==> src/rtl/scan_ctrl_pkg.sv <==
// Shared types and constants for the scan chain controller.
package scan_ctrl_pkg;

  typedef enum logic [2:0] {
    IDLE,
    LOAD,
    CAPTURE,
    UNLOAD,
    DONE_S
  } state_t;

  localparam logic SE_SHIFT   = 1'b1;
  localparam logic SE_CAPTURE = 1'b0;

endpackage

==> src/rtl/scan_shift_reg.sv <==
// Parallel-load / serial-shift register; shifts toward the MSB, serial in at the LSB.
module scan_shift_reg #(
  parameter int unsigned WIDTH = 16
) (
  input  logic             CLK,
  input  logic             RSTB,
  input  logic             load_en,
  input  logic             shift_en,
  input  logic [WIDTH-1:0] par_in,
  input  logic             ser_in,
  output logic [WIDTH-1:0] par_out,
  output logic             ser_out
);

  logic [WIDTH-1:0] q;

  // Parallel load takes priority over shifting.
  always_ff @(posedge CLK or negedge RSTB) begin
    if (!RSTB) begin
      q <= '0;
    end else if (load_en) begin
      q <= par_in;
    end else if (shift_en) begin
      q <= {q[WIDTH-2:0], ser_in};
    end
  end

  assign par_out = q;
  assign ser_out = q[WIDTH-1];

endmodule

==> src/rtl/scan_chain_ctrl.sv <==
// Tester-side scan controller: serial load, one functional capture, serial unload.
module scan_chain_ctrl
  import scan_ctrl_pkg::*;
#(
  parameter int unsigned CHAIN_LEN = 16,
  parameter int unsigned CNT_W     = $clog2(CHAIN_LEN + 1)
) (
  input  logic                 CLK,
  input  logic                 RSTB,
  input  logic                 START,
  input  logic                 ABORT,
  input  logic [CHAIN_LEN-1:0] PAT_IN,
  input  logic                 SO,
  output logic                 SE,
  output logic                 SI,
  output logic                 BUSY,
  output logic                 DONE,
  output logic [CHAIN_LEN-1:0] RESP_OUT
);

  localparam logic [CNT_W-1:0] CNT_LAST = CNT_W'(CHAIN_LEN - 1);

  state_t             state_q, state_d;
  logic [CNT_W-1:0]   cnt_q, cnt_d;
  logic               se_d, si_d, busy_d, done_d;
  logic               pat_load, pat_shift, resp_shift, resp_upd;
  logic               pat_ser;
  logic [CHAIN_LEN-1:0] pat_par_unused;
  logic [CHAIN_LEN-1:0] resp_par;
  logic               resp_ser_unused;

  // MSB goes straight to SI on START, so the serialiser holds the remaining bits pre-shifted.
  scan_shift_reg #(.WIDTH(CHAIN_LEN)) u_pat (
    .CLK      (CLK),
    .RSTB     (RSTB),
    .load_en  (pat_load),
    .shift_en (pat_shift),
    .par_in   ({PAT_IN[CHAIN_LEN-2:0], 1'b0}),
    .ser_in   (1'b0),
    .par_out  (pat_par_unused),
    .ser_out  (pat_ser)
  );

  scan_shift_reg #(.WIDTH(CHAIN_LEN)) u_resp (
    .CLK      (CLK),
    .RSTB     (RSTB),
    .load_en  (1'b0),
    .shift_en (resp_shift),
    .par_in   ('0),
    .ser_in   (SO),
    .par_out  (resp_par),
    .ser_out  (resp_ser_unused)
  );

  // Next state plus next values of the registered chain-side outputs.
  always_comb begin
    state_d    = state_q;
    cnt_d      = cnt_q;
    se_d       = 1'b0;
    si_d       = 1'b0;
    busy_d     = 1'b0;
    done_d     = 1'b0;
    pat_load   = 1'b0;
    pat_shift  = 1'b0;
    resp_shift = 1'b0;
    resp_upd   = 1'b0;

    if (ABORT) begin
      state_d = IDLE;
      cnt_d   = '0;
    end else begin
      case (state_q)
        IDLE: begin
          if (START) begin
            state_d  = LOAD;
            cnt_d    = '0;
            pat_load = 1'b1;
            se_d     = SE_SHIFT;
            si_d     = PAT_IN[CHAIN_LEN-1];
            busy_d   = 1'b1;
          end
        end
        LOAD: begin
          busy_d = 1'b1;
          if (cnt_q == CNT_LAST) begin
            state_d = CAPTURE;
            cnt_d   = '0;
            se_d    = SE_CAPTURE;
          end else begin
            cnt_d     = cnt_q + CNT_W'(1);
            se_d      = SE_SHIFT;
            si_d      = pat_ser;
            pat_shift = 1'b1;
          end
        end
        CAPTURE: begin
          state_d    = UNLOAD;
          cnt_d      = '0;
          resp_shift = 1'b1;
          se_d       = SE_SHIFT;
          busy_d     = 1'b1;
        end
        UNLOAD: begin
          if (cnt_q == CNT_LAST) begin
            state_d  = DONE_S;
            cnt_d    = '0;
            done_d   = 1'b1;
            resp_upd = 1'b1;
          end else begin
            cnt_d      = cnt_q + CNT_W'(1);
            resp_shift = 1'b1;
            se_d       = SE_SHIFT;
            busy_d     = 1'b1;
          end
        end
        DONE_S: begin
          state_d = IDLE;
          cnt_d   = '0;
        end
        default: begin
          state_d = IDLE;
          cnt_d   = '0;
        end
      endcase
    end
  end

  always_ff @(posedge CLK or negedge RSTB) begin
    if (!RSTB) begin
      state_q  <= IDLE;
      cnt_q    <= '0;
      SE       <= 1'b0;
      SI       <= 1'b0;
      BUSY     <= 1'b0;
      DONE     <= 1'b0;
      RESP_OUT <= '0;
    end else begin
      state_q <= state_d;
      cnt_q   <= cnt_d;
      SE      <= se_d;
      SI      <= si_d;
      BUSY    <= busy_d;
      DONE    <= done_d;
      if (resp_upd) begin
        RESP_OUT <= resp_par;
      end
    end
  end

endmodule

==> config.mk <==
export PLATFORM = sky130hd
export DESIGN_NAME = scan_chain_ctrl
export DESIGN_NICKNAME = d
export VERILOG_FILES = /design/src/rtl/scan_ctrl_pkg.sv /design/src/rtl/scan_shift_reg.sv /design/src/rtl/scan_chain_ctrl.sv
export SDC_FILE = /design/constraint.sdc
export NUM_CORES = 1
export LEC_CHECK = 0
export ABC_CLOCK_PERIOD_IN_PS = 1800
export CAP_MARGIN = 15
export CORE_MARGIN = 4
export CORE_UTILIZATION = 56
export CTS_BUF_LIST = sky130_fd_sc_hd__clkbuf_4
export DETAILED_ROUTE_END_ITERATION = 6
export DONT_BUFFER_PORTS = 1
export GPL_TIMING_DRIVEN = 0
export PLACE_DENSITY = 0.74
export SYNTH_ARGS = -nofsm -noshare
export SYNTH_HDL_FRONTEND = slang
export SYNTH_SLANG_ARGS = --single-unit
==> constraint.sdc <==
create_clock -name CLK -period 1.8 [get_ports CLK]
set_clock_uncertainty 0.15 [all_clocks]
set_input_delay 0.18 -clock CLK [delete_from_list [all_inputs] [get_ports CLK]]
set_output_delay 0.18 -clock CLK [all_outputs]
set_load 0.05 [all_outputs]
==> results of run 1 <==
-- layout by cell type (no fill, tap or decap), drive strengths merged --
cell type,n
nor3,2
or3b,1
a31oi,4
nor3b,1
a22o,1
a21oi,2
mux2,44
clkinv,3
clkinvlp,2
nand2,54
dlymetal6s4s,1
o211ai,1
xor2,1
and3,3
nand4b,1
bufinv,1
and4b,1
buf,29
ha,1
or3,1
or4,1
nor4,1
nor2,4
o21ai,6
clkbuf,10
dlygate4sd3,19
o21a,1
nand3,3
inv,3
dfrtp,59
-- final cells by class --
type                       instances  area [µm²]  share of cell area [%]
timing repair buffer              45         450                    13.5
clock buffer                       9        67.6                    2.02
multi-input combinational        134        1140                    34.0
clock inverter                     7        76.3                    2.28
tap                               52        65.1                    1.95
buffer                             5        62.6                    1.87
sequential                        59        1480                    44.2
inverter                           2        7.51                   0.225
-- sequential cells by signal, summed over array words and instances, names as in the netlist --
register / flops
RESP_OUT: 16
u_resp.par_out: 16
u_pat.par_out: 15
cnt_q: 5
state_q: 3
BUSY: 1
DONE: 1
SE: 1
SI: 1
-- stage by stage --
stage / total power, µW / util (%) / hold WS (ns)
floorplan: 1890 / - / -0.266
global placement: 1930 / 60.3 / -0.264
detailed placement: 1960 / 60.3 / -0.264
CTS: 3010 / 73.3 / 0.00348
global route: 3290 / 75.7 / -0.00805
finish: 3140 / 75.7 / -0.000507
-- power groups by stage --
| stage | logic, µW | registers, µW | clock network [µW] |
|---|---|---|---|
| global route | 616 | 1620 | 1050 |
| CTS | 448 | 1580 | 973 |
| detailed placement | 350 | 1610 | 0 |
| floorplan | 307 | 1580 | 0 |
| finish | 573 | 1600 | 968 |
| global placement | 329 | 1600 | 0 |
-- timing repair --
item / 4_1_cts / 5_1_grt
endpoints found under the setup margin: 42 / 47
hold endpoints to repair: 85 / 0
pin swaps: 5 / 4
cloned: 2 / 0
buffers inserted: 18 / 5
hold buffers: 21 / 0
gates resized for setup: 12 / 30
-- worst min-delay path: stages --
cell and delay (ns):
nand3_4 0.10, buf_8 0.14, o21ai_0 0.09
-- cells by family after synthesis --
kind of cell / synth area share, %
AOI/OAI and AO/OA: 3.86
buffers and inverters: 3.95
and+or+nand+nor: 14.0
DFF: 56.9
adders and majority gates: 0.482
muxes: 20.5
xor gates and xnor gates: 0.337
-- how the worst max path moves through the flow --
stage,to,start
finish,u_resp.par_out[4]$_DFFE_PN0P_,cnt_q[1]$_DFFE_PN0P_
global route,u_resp.par_out[4]$_DFFE_PN0P_,cnt_q[0]$_DFFE_PN0P_
CTS,u_resp.par_out[6]$_DFFE_PN0P_,cnt_q[0]$_DFFE_PN0P_
detailed placement,RESP_OUT[5]$_DFFE_PN0P_,cnt_q[0]$_DFFE_PN0P_
global placement,u_resp.par_out[7]$_DFFE_PN0P_,cnt_q[1]$_DFFE_PN0P_
floorplan,u_resp.par_out[10]$_DFFE_PN0P_,cnt_q[0]$_DFFE_PN0P_
-- per-layer routing --
metal | routed length (µm) | GRT usage (%)
met2 | 2890 | 33.3
met5 | 0 | 0
met4 | 142 | 9.97
met3 | 252 | 5.08
met1 | 2200 | 21.3
==> summary.txt, run 1 <==
Synth
  • Yosys reg bits: 59
  • Synth Warn #: 0
  • Yosys cell types: 36
  • Syn Area/Cell: 12.7 µm²
  • Top post-synthesis cells by count: dfrtp_1, nand2_1, mux2_2, mux2_4, buf_6
  • Register area share after synthesis: 56.9%
  • Post-synth top flop: dfrtp_1
  • Area leader, netlist: dfrtp_1
  • Syn_nets: 227
  • Ranking of synthesized cells by area: dfrtp_1, mux2_2, nand2_1, mux2_4, buf_6
  • Cell Area, Synth: 2600 µm²
  • Async set-reset flop share out of synthesis: 100%
  • Post-synth top area share: 56.9%
  • Post-synth EDFFs: 0
  • Most common cell in the netlist: dfrtp_1
  • Cells after synthesis: 205

Setup path
  • R2r setup slk: -0.05 ns
  • Setup CP Type: reg2reg
  • CP Data Arrival Time: 1.99 ns
  • FF-to-FF Start: cnt_q[1]$_DFFE_PN0P_
  • RR Endpoint: u_resp.par_out[4]$_DFFE_PN0P_
  • Crit path buf inv count: 1
  • Worst Path Max Fanout: 6
  • Startpoint types: flop
  • Crit-path cells: ha_4 -> and4b_2 -> nand2_4 -> and3_4 -> buf_8 -> mux2_4
  • CP max stage delay: 0.43 ns
  • Instance count on the critical path: 6
  • Max stage delay cell, worst path: dfrtp_1
  • Cell depth of the worst flop-to-flop path: 6
  • CP Capture Type: flop
  • Worst endpoint required time: 1.94 ns
  • Critical path's top delay family: simple AND/OR/NAND/NOR gates

Pwr
  • Psw: 843 µW
  • Combinational cell fraction of total power: 18.2%
  • Pleak: 0.00165 µW
  • Seq pwr share: 51.0%
  • Sw frac: 26.8%
  • Power Density: 940 nW/µm²
  • Peak VDD IR: 852 µV
  • Internal power: 2300 µW
  • Clk pwr share: 30.8%

Timing
  • Setup TNS: -0.408 ns
  • Worst-margin pin slew: 0.487 ns
  • Final setup margin: -0.0512 ns
  • Final Cycle Share: 103%
  • RSZ-0062 raised after global routing: true
  • Final setup vio count: 16
  • Hold Slack: -0.000507 ns
  • Rel. slew slack: 67.5%
  • Max Slew Vio Count: 0
  • Period minus WS final: 1.85 ns
  • Final Hold Violating Endpoints: 1
  • Max Freq: 540 MHz

Global route
  • First-pass GRT wire length: 8.77 mm
  • Vias in the first global route: 1828
  • Overflow left after global routing: 0
  • Initial antenna violation count: 0
  • Largest net degree at the start of global routing: 60
  • Gr usage total: 19.2%

Place
  • Cell Area, Placed: 2660 µm²
  • Pre-CTS setup slack: -0.244 ns
  • Final Wtd Congestion: 0.845
  • Detailed placer's ending HPWL: 3.24 mm
  • Placed Cells: 257
  • Port Buffers: 0

Clock tree
  • Clock Path Buffers: 2
  • TritonCTS clock tree: built
  • Clk Latency, worst-skew pair: 0.41 ns
  • Root Buffer: clkbuf_4
  • Clk sinks: 59
  • TritonCTS buffer count: 9
  • CTS H-Tree Depth: 3
  • Clk pin slew, worst setup/hold paths: 0.10 ns

Run
  • # Max-Cap Violations: 0

Floorplanning
  • # IOs: 41
  • Core ar.: 4410 µm²
  • Vert. Die Dim: 76.1 µm
  • Die area: 5790 µm²
  • Initial Util: 58.8%
  • Std cell rows: 24
  • Die X: 76.1 µm

Hold path
  • Hold Crit Start: START
  • Min-delay worst type: in2reg
  • Hold Path Stages: 3
  • Hold EP: u_pat.par_out[1]$_DFFE_PN0P_

Finish
  • Post-route cell area: 3340 µm²
  • Layout cell share with drive strength beyond 1: 39.8%
  • Final #Nets: 278
  • Fillers: 268
  • Final cell count without fillers: 313
  • N_diodes: 0
  • Area delta synth->final: 28.8%

Detailed routing
  • Via count: 1732
  • WL per Instance: 17.5 µm
  • Post-route ant nets: 0
  • Initial DRC Count: 81
  • DR DRC count: 0
  • Total wire length: 5.48 mm
  • DR pass1 iterations: 4
  • Via density: 5.53

Status
  • Violated checks: negative hold slack, negative setup slack
  • Status: finished, violations left
Note: power is estimated with default switching activity, not from simulation.
==> run 2, diff against run 1 <==
Settings changed: ABC_CLOCK_PERIOD_IN_PS 1800 to 2300, GPL_TIMING_DRIVEN 0 to unset, PLACE_DENSITY 0.74 to 0.71.
Clock period 1.8 ns to 2.3 ns, I/O delays scaled along.
==> run 2 against run 1 <==
  * The run now ends clean
  * Combinational power is 46% lower
  * Wire length is 18% lower
  * Total power is 29% lower
  * Largest cell class unchanged
==> summary.txt, run 2 (synthesis gave the netlist of run 1 again) <==
Finish
  • Final #Nets: 250
  • Post-layout util: 66.2%
  • Area delta synth->final: 12.6%
  • Fillers: 323
  • Layout cell share with drive strength beyond 1: 29.7%
  • Commonest non-fill, non-tap cell in the layout: dfrtp_1
  • N_diodes: 0
  • Commonest non-fill, non-tap cells in the layout: dfrtp_1, nand2_1, mux2_2

Detailed routing
  • DR DRC count: 0
  • Total wire length: 4.51 mm
  • Via density: 5.53
  • WL per Instance: 15.9 µm
  • Initial DRC Count: 47
  • Via count: 1570
  • Post-route ant nets: 0
  • DR pass1 iterations: 4

Floorplanning
  • Die X: 76.1 µm
  • # IOs: 41
  • Die area: 5790 µm²
  • Vert. Die Dim: 76.1 µm
  • Core ar.: 4410 µm²
  • Std cell rows: 24
  • Initial Util: 58.8%

Setup path
  • CP Data Arrival Time: 2.22 ns
  • Crit path to: u_resp.par_out[2]$_DFFE_PN0P_
  • Setup CP Type: reg2reg
  • Worst Path Max Fanout: 16
  • CP max stage delay: 0.42 ns
  • Worst endpoint required time: 2.43 ns
  • FF-to-FF Start: cnt_q[0]$_DFFE_PN0P_
  • CP Capture Type: flop
  • Startpoint types: flop
  • Cell depth of the worst flop-to-flop path: 5
  • R2r setup slk: 0.21 ns
  • Crit-path cells: ha_1 -> and4b_1 -> nand2_4 -> and3_4 -> mux2_2
  • RR Endpoint: u_resp.par_out[2]$_DFFE_PN0P_
  • Max stage delay cell, worst path: dfrtp_1
  • Crit. Startpoint: cnt_q[0]$_DFFE_PN0P_

Clock tree
  • Clock Path Buffers: 2
  • Clk Latency, worst-skew pair: 0.39 ns
  • TritonCTS clock tree: built
  • TritonCTS buffer count: 9
  • CTS H-Tree Depth: 3
  • Root Buffer: clkbuf_4
  • Clk pin slew, worst setup/hold paths: 0.09 ns
  • Clk sinks: 59

Timing
  • Max Slew Vio Count: 0
  • Period minus WS final: 2.09 ns
  • Final setup vio count: 0
  • Max Freq: 477 MHz
  • Setup TNS: 0 ns
  • Rel. slew slack: 60.3%
  • RSZ-0062 raised after global routing: false
  • Final Hold Violating Endpoints: 0
  • Final Cycle Share: 91.1%
  • Worst-margin pin slew: 0.591 ns

Global route
  • First-pass GRT wire length: 7.72 mm
  • Overflow left after global routing: 0
  • Gr usage total: 16.7%
  • Vias in the first global route: 1638
  • Largest net degree at the start of global routing: 60
  • Initial antenna violation count: 0

Place
  • Detailed placer's ending HPWL: 2.90 mm
  • Port Buffers: 0
  • Final Wtd Congestion: 0.770

Run
  • # Max-Cap Violations: 0

Pwr
  • Peak VDD IR: 557 µV
  • Pleak: 0.00143 µW
  • Power Density: 768 nW/µm²

Hold path
  • Min-delay worst type: in2reg

Status
  • Status: complete, no violations
## run 2: metal layers
| layer | up-vias | wire length (µm) | global-route usage [%] |
|---|---|---|---|
| met5 | - | 0 | 0 |
| li1 | 744 | - | - |
| met1 | 769 | 1980 | 21.5 |
| met2 | 44 | 2190 | 25.3 |
| met4 | 0 | 122 | 10.1 |
| met3 | 13 | 221 | 4.14 |
## run 2: critical path, delay by kind of cell, from the launching register on
kind	cells	cell delay (ns)
fa+ha+maj	1	0.27
simple gates	3	0.77
flops	1	0.42
mux	1	0.37
## run 2: layout make-up
class	instances	area (µm²)	share of cell area [%]
clock inverters	4	42.5	1.45
clock buffers	11	82.6	2.82
flip-flops and latches	59	1480	50.5
multi-input cells	134	1020	34.8
well taps	52	65.1	2.23
inverters	2	7.51	0.257
repair buffers	22	233	7.96
## run 2: report_power, final
part           switching (µW)  internal, µW  total, µW
clock                     348           342        690
combinational             105           204        309
sequential               84.6          1160       1250
## run 2: what timing repair did
action | 4_1_cts | 5_1_grt
buffers inserted | 0 | 0
resized for setup | 0 | 0
endpoints found under the hold margin | 83 | 0
hold buffers | 20 | 0
## run 2: through the flow
step                      power (µW)  instance area, µm²  setup WS, ns  cells  hold slack [ns]
after floorplan                 1480                2600         0.315    205           -0.216
after global placement          1500                2580         0.316    249           -0.214
after detailed placement        1520                2580         0.256    249           -0.214
after CTS                       2260                2920         0.223    284          0.00405
after global routing            2370                2920         0.169    284          0.00453
final                           2240                2920         0.205    284          0.00894
## run 2: worst min-delay path by stage
stage                                   end  slack [ns]        from  depth (start not counted)
2_1_floorplan                BUSY$_DFF_PN0_       -0.22        RSTB                          0
3_3_place_gp        RESP_OUT[2]$_DFFE_PN0P_       -0.21        RSTB                          0
3_5_place_dp        RESP_OUT[2]$_DFFE_PN0P_       -0.21        RSTB                          0
4_1_cts                        SI$_DFF_PN0_       0.004  PAT_IN[15]                          4
5_1_grt                        SI$_DFF_PN0_       0.005  PAT_IN[15]                          4
6_report       u_pat.par_out[1]$_DFFE_PN0P_       0.009       START                          2
==> run 3, diff against run 2 <==
Settings changed: RECOVER_POWER set to 100.
==> run 3 against run 2 <==
  * Combinational power decreased by 2%
  * Via count about the same
  * Sequential cell count unchanged
  * Non-clock buffer count unchanged
  * Hold slack better by 0.0020 ns
  * Global-route usage did not move
  * Sequential power hardly changed
  * First-iteration DRC count rose by 15%
  * Register-to-register slack improved by 0.04 ns
  * Clock power about the same
  * Maximum frequency rose by 2.1%
  * Cell count unchanged
  * Largest power group unchanged
==> summary.txt, run 3 (synthesis gave the netlist of run 1 again) <==
Hold path
  • Hold Path Stages: 4
  • Min-delay worst type: in2reg
  • Hold EP: SI$_DFF_PN0_
  • Hold Crit Start: PAT_IN[15]

Pwr
  • Power Density: 781 nW/µm²
  • Pleak: 0.00143 µW
  • Peak VDD IR: 556 µV

Run
  • # Max-Cap Violations: 0

Global route
  • Initial antenna violation count: 0
  • Gr usage total: 16.7%
  • Overflow left after global routing: 0
  • Vias in the first global route: 1638
  • Largest net degree at the start of global routing: 60
  • First-pass GRT wire length: 7.72 mm

Clock tree
  • # resized after CTS: 0
  • TritonCTS buffer count: 9
  • Post-CTS setup buffers: 0
  • Clk pin slew, worst setup/hold paths: 0.09 ns
  • Clk sinks: 59
  • Hold-fix buffers at CTS: 20
  • TritonCTS clock tree: built
  • CTS H-Tree Depth: 3
  • Root Buffer: clkbuf_4
  • Clock Path Buffers: 2
  • Clk Latency, worst-skew pair: 0.39 ns

Place
  • Detailed placer's ending HPWL: 2.90 mm
  • Final Wtd Congestion: 0.770
  • Port Buffers: 0
  • Cell Area, Placed: 2580 µm²

Finish
  • Fillers: 342
  • Post-layout util: 64.9%
  • Commonest non-fill, non-tap cells in the layout: dfrtp_1, nand2_1, mux2_2
  • Area delta synth->final: 10.4%
  • Layout cell share with drive strength beyond 1: 25.4%
  • Commonest non-fill, non-tap cell in the layout: dfrtp_1
  • N_diodes: 0
  • Final #Nets: 250
  • Post-route cell area: 2870 µm²

Setup path
  • R2r setup slk: 0.25 ns
  • Worst endpoint required time: 2.42 ns
  • Max stage delay cell, worst path: dfrtp_1
  • CP Capture Type: flop
  • Crit-path cells: ha_1 -> and4b_1 -> nand2_4 -> and3_4 -> mux2_1
  • CP max stage delay: 0.42 ns
  • Setup CP Type: reg2reg
  • RR Endpoint: u_resp.par_out[10]$_DFFE_PN0P_
  • CP Data Arrival Time: 2.17 ns
  • FF-to-FF Start: cnt_q[0]$_DFFE_PN0P_
  • Cell depth of the worst flop-to-flop path: 5
  • Startpoint types: flop
  • Worst Path Max Fanout: 16

Timing
  • Period minus WS final: 2.05 ns
  • RSZ-0062 raised after global routing: false
  • Final setup vio count: 0
  • Final Cycle Share: 89.2%
  • Rel. slew slack: 7.82%
  • Max Freq: 487 MHz
  • Max Slew Vio Count: 0
  • Setup TNS: 0 ns
  • Worst-margin pin slew: 1.38 ns
  • Hold Slack: 0.0110 ns
  • Final Hold Violating Endpoints: 0

Detailed routing
  • DR DRC count: 0
  • Via density: 5.53
  • Via count: 1571
  • DR pass1 iterations: 4
  • Total wire length: 4.52 mm
  • Post-route ant nets: 0
  • Initial DRC Count: 54
  • WL per Instance: 15.9 µm

Floorplanning
  • Die area: 5790 µm²
  • Core ar.: 4410 µm²
  • # IOs: 41
  • Die X: 76.1 µm
  • Std cell rows: 24
  • Vert. Die Dim: 76.1 µm
  • Initial Util: 58.8%

Status
  • Status: complete, no violations
-- run 3: cell types whose count changed in the layout (fill, tap and decap cells not counted) --
cell,previous run,this run
buf_16,1,0
mux2_1,1,10
o21ai_0,4,5
o21ai_1,1,0
nand2_2,1,0
nand2_1,52,53
clkbuf_2,0,1
mux2_4,10,1
-- run 3: how the worst max path moves through the flow --
stage | from | end | slack, ns | depth (start not counted)
2_1_floorplan | cnt_q[0]$_DFFE_PN0P_ | u_resp.par_out[10]$_DFFE_PN0P_ | 0.31 | 8
3_3_place_gp | cnt_q[0]$_DFFE_PN0P_ | u_resp.par_out[0]$_DFFE_PN0P_ | 0.32 | 5
3_5_place_dp | cnt_q[0]$_DFFE_PN0P_ | u_resp.par_out[2]$_DFFE_PN0P_ | 0.26 | 5
4_1_cts | cnt_q[0]$_DFFE_PN0P_ | u_resp.par_out[2]$_DFFE_PN0P_ | 0.22 | 5
5_1_grt | state_q[0]$_DFFE_PN0P_ | u_pat.par_out[5]$_DFFE_PN0P_ | 0.15 | 4
6_report | cnt_q[0]$_DFFE_PN0P_ | u_resp.par_out[10]$_DFFE_PN0P_ | 0.25 | 5
-- run 3: layout make-up --
type / count / area (µm²) / share of cell area [%]
clock buffer: 11 / 82.6 / 2.88
clock inverter: 4 / 42.5 / 1.48
inverter: 2 / 7.51 / 0.262
multi-input combinational: 134 / 981 / 34.2
sequential: 59 / 1480 / 51.5
tap: 52 / 65.1 / 2.27
timing repair buffer: 22 / 210 / 7.34
-- run 3: power breakdown --
group / internal (µW) / switching [µW] / leakage [µW]
sequential: 1160 / 84.0 / 0.000793
clock: 342 / 347 / 0.0000718
combinational: 200 / 104 / 0.000560
-- run 3: stage by stage --
stage	cells	total power [µW]	setup slack, ns
after global routing	284	2360	0.152
after CTS	284	2260	0.223
after global placement	249	1500	0.316
after detailed placement	249	1520	0.256
after floorplan	205	1480	0.315
final	284	2240	0.248
-- run 3: critical path: cells and delay by family (launching register included) --
kind,cells,cell delay [ns]
flip-flops,1,0.42
multiplexers,1,0.36
adder cells (fa/ha/maj),1,0.27
AND/OR/NAND/NOR,3,0.73
-- run 3: layer usage --
| layer | track usage (%) | up-vias | wire length (µm) |
|---|---|---|---|
| met5 | 0 | - | 0 |
| met4 | 10.1 | 0 | 122 |
| met3 | 4.14 | 13 | 218 |
| met2 | 25.3 | 44 | 2200 |
| met1 | 21.5 | 772 | 1980 |
| li1 | - | 742 | - |
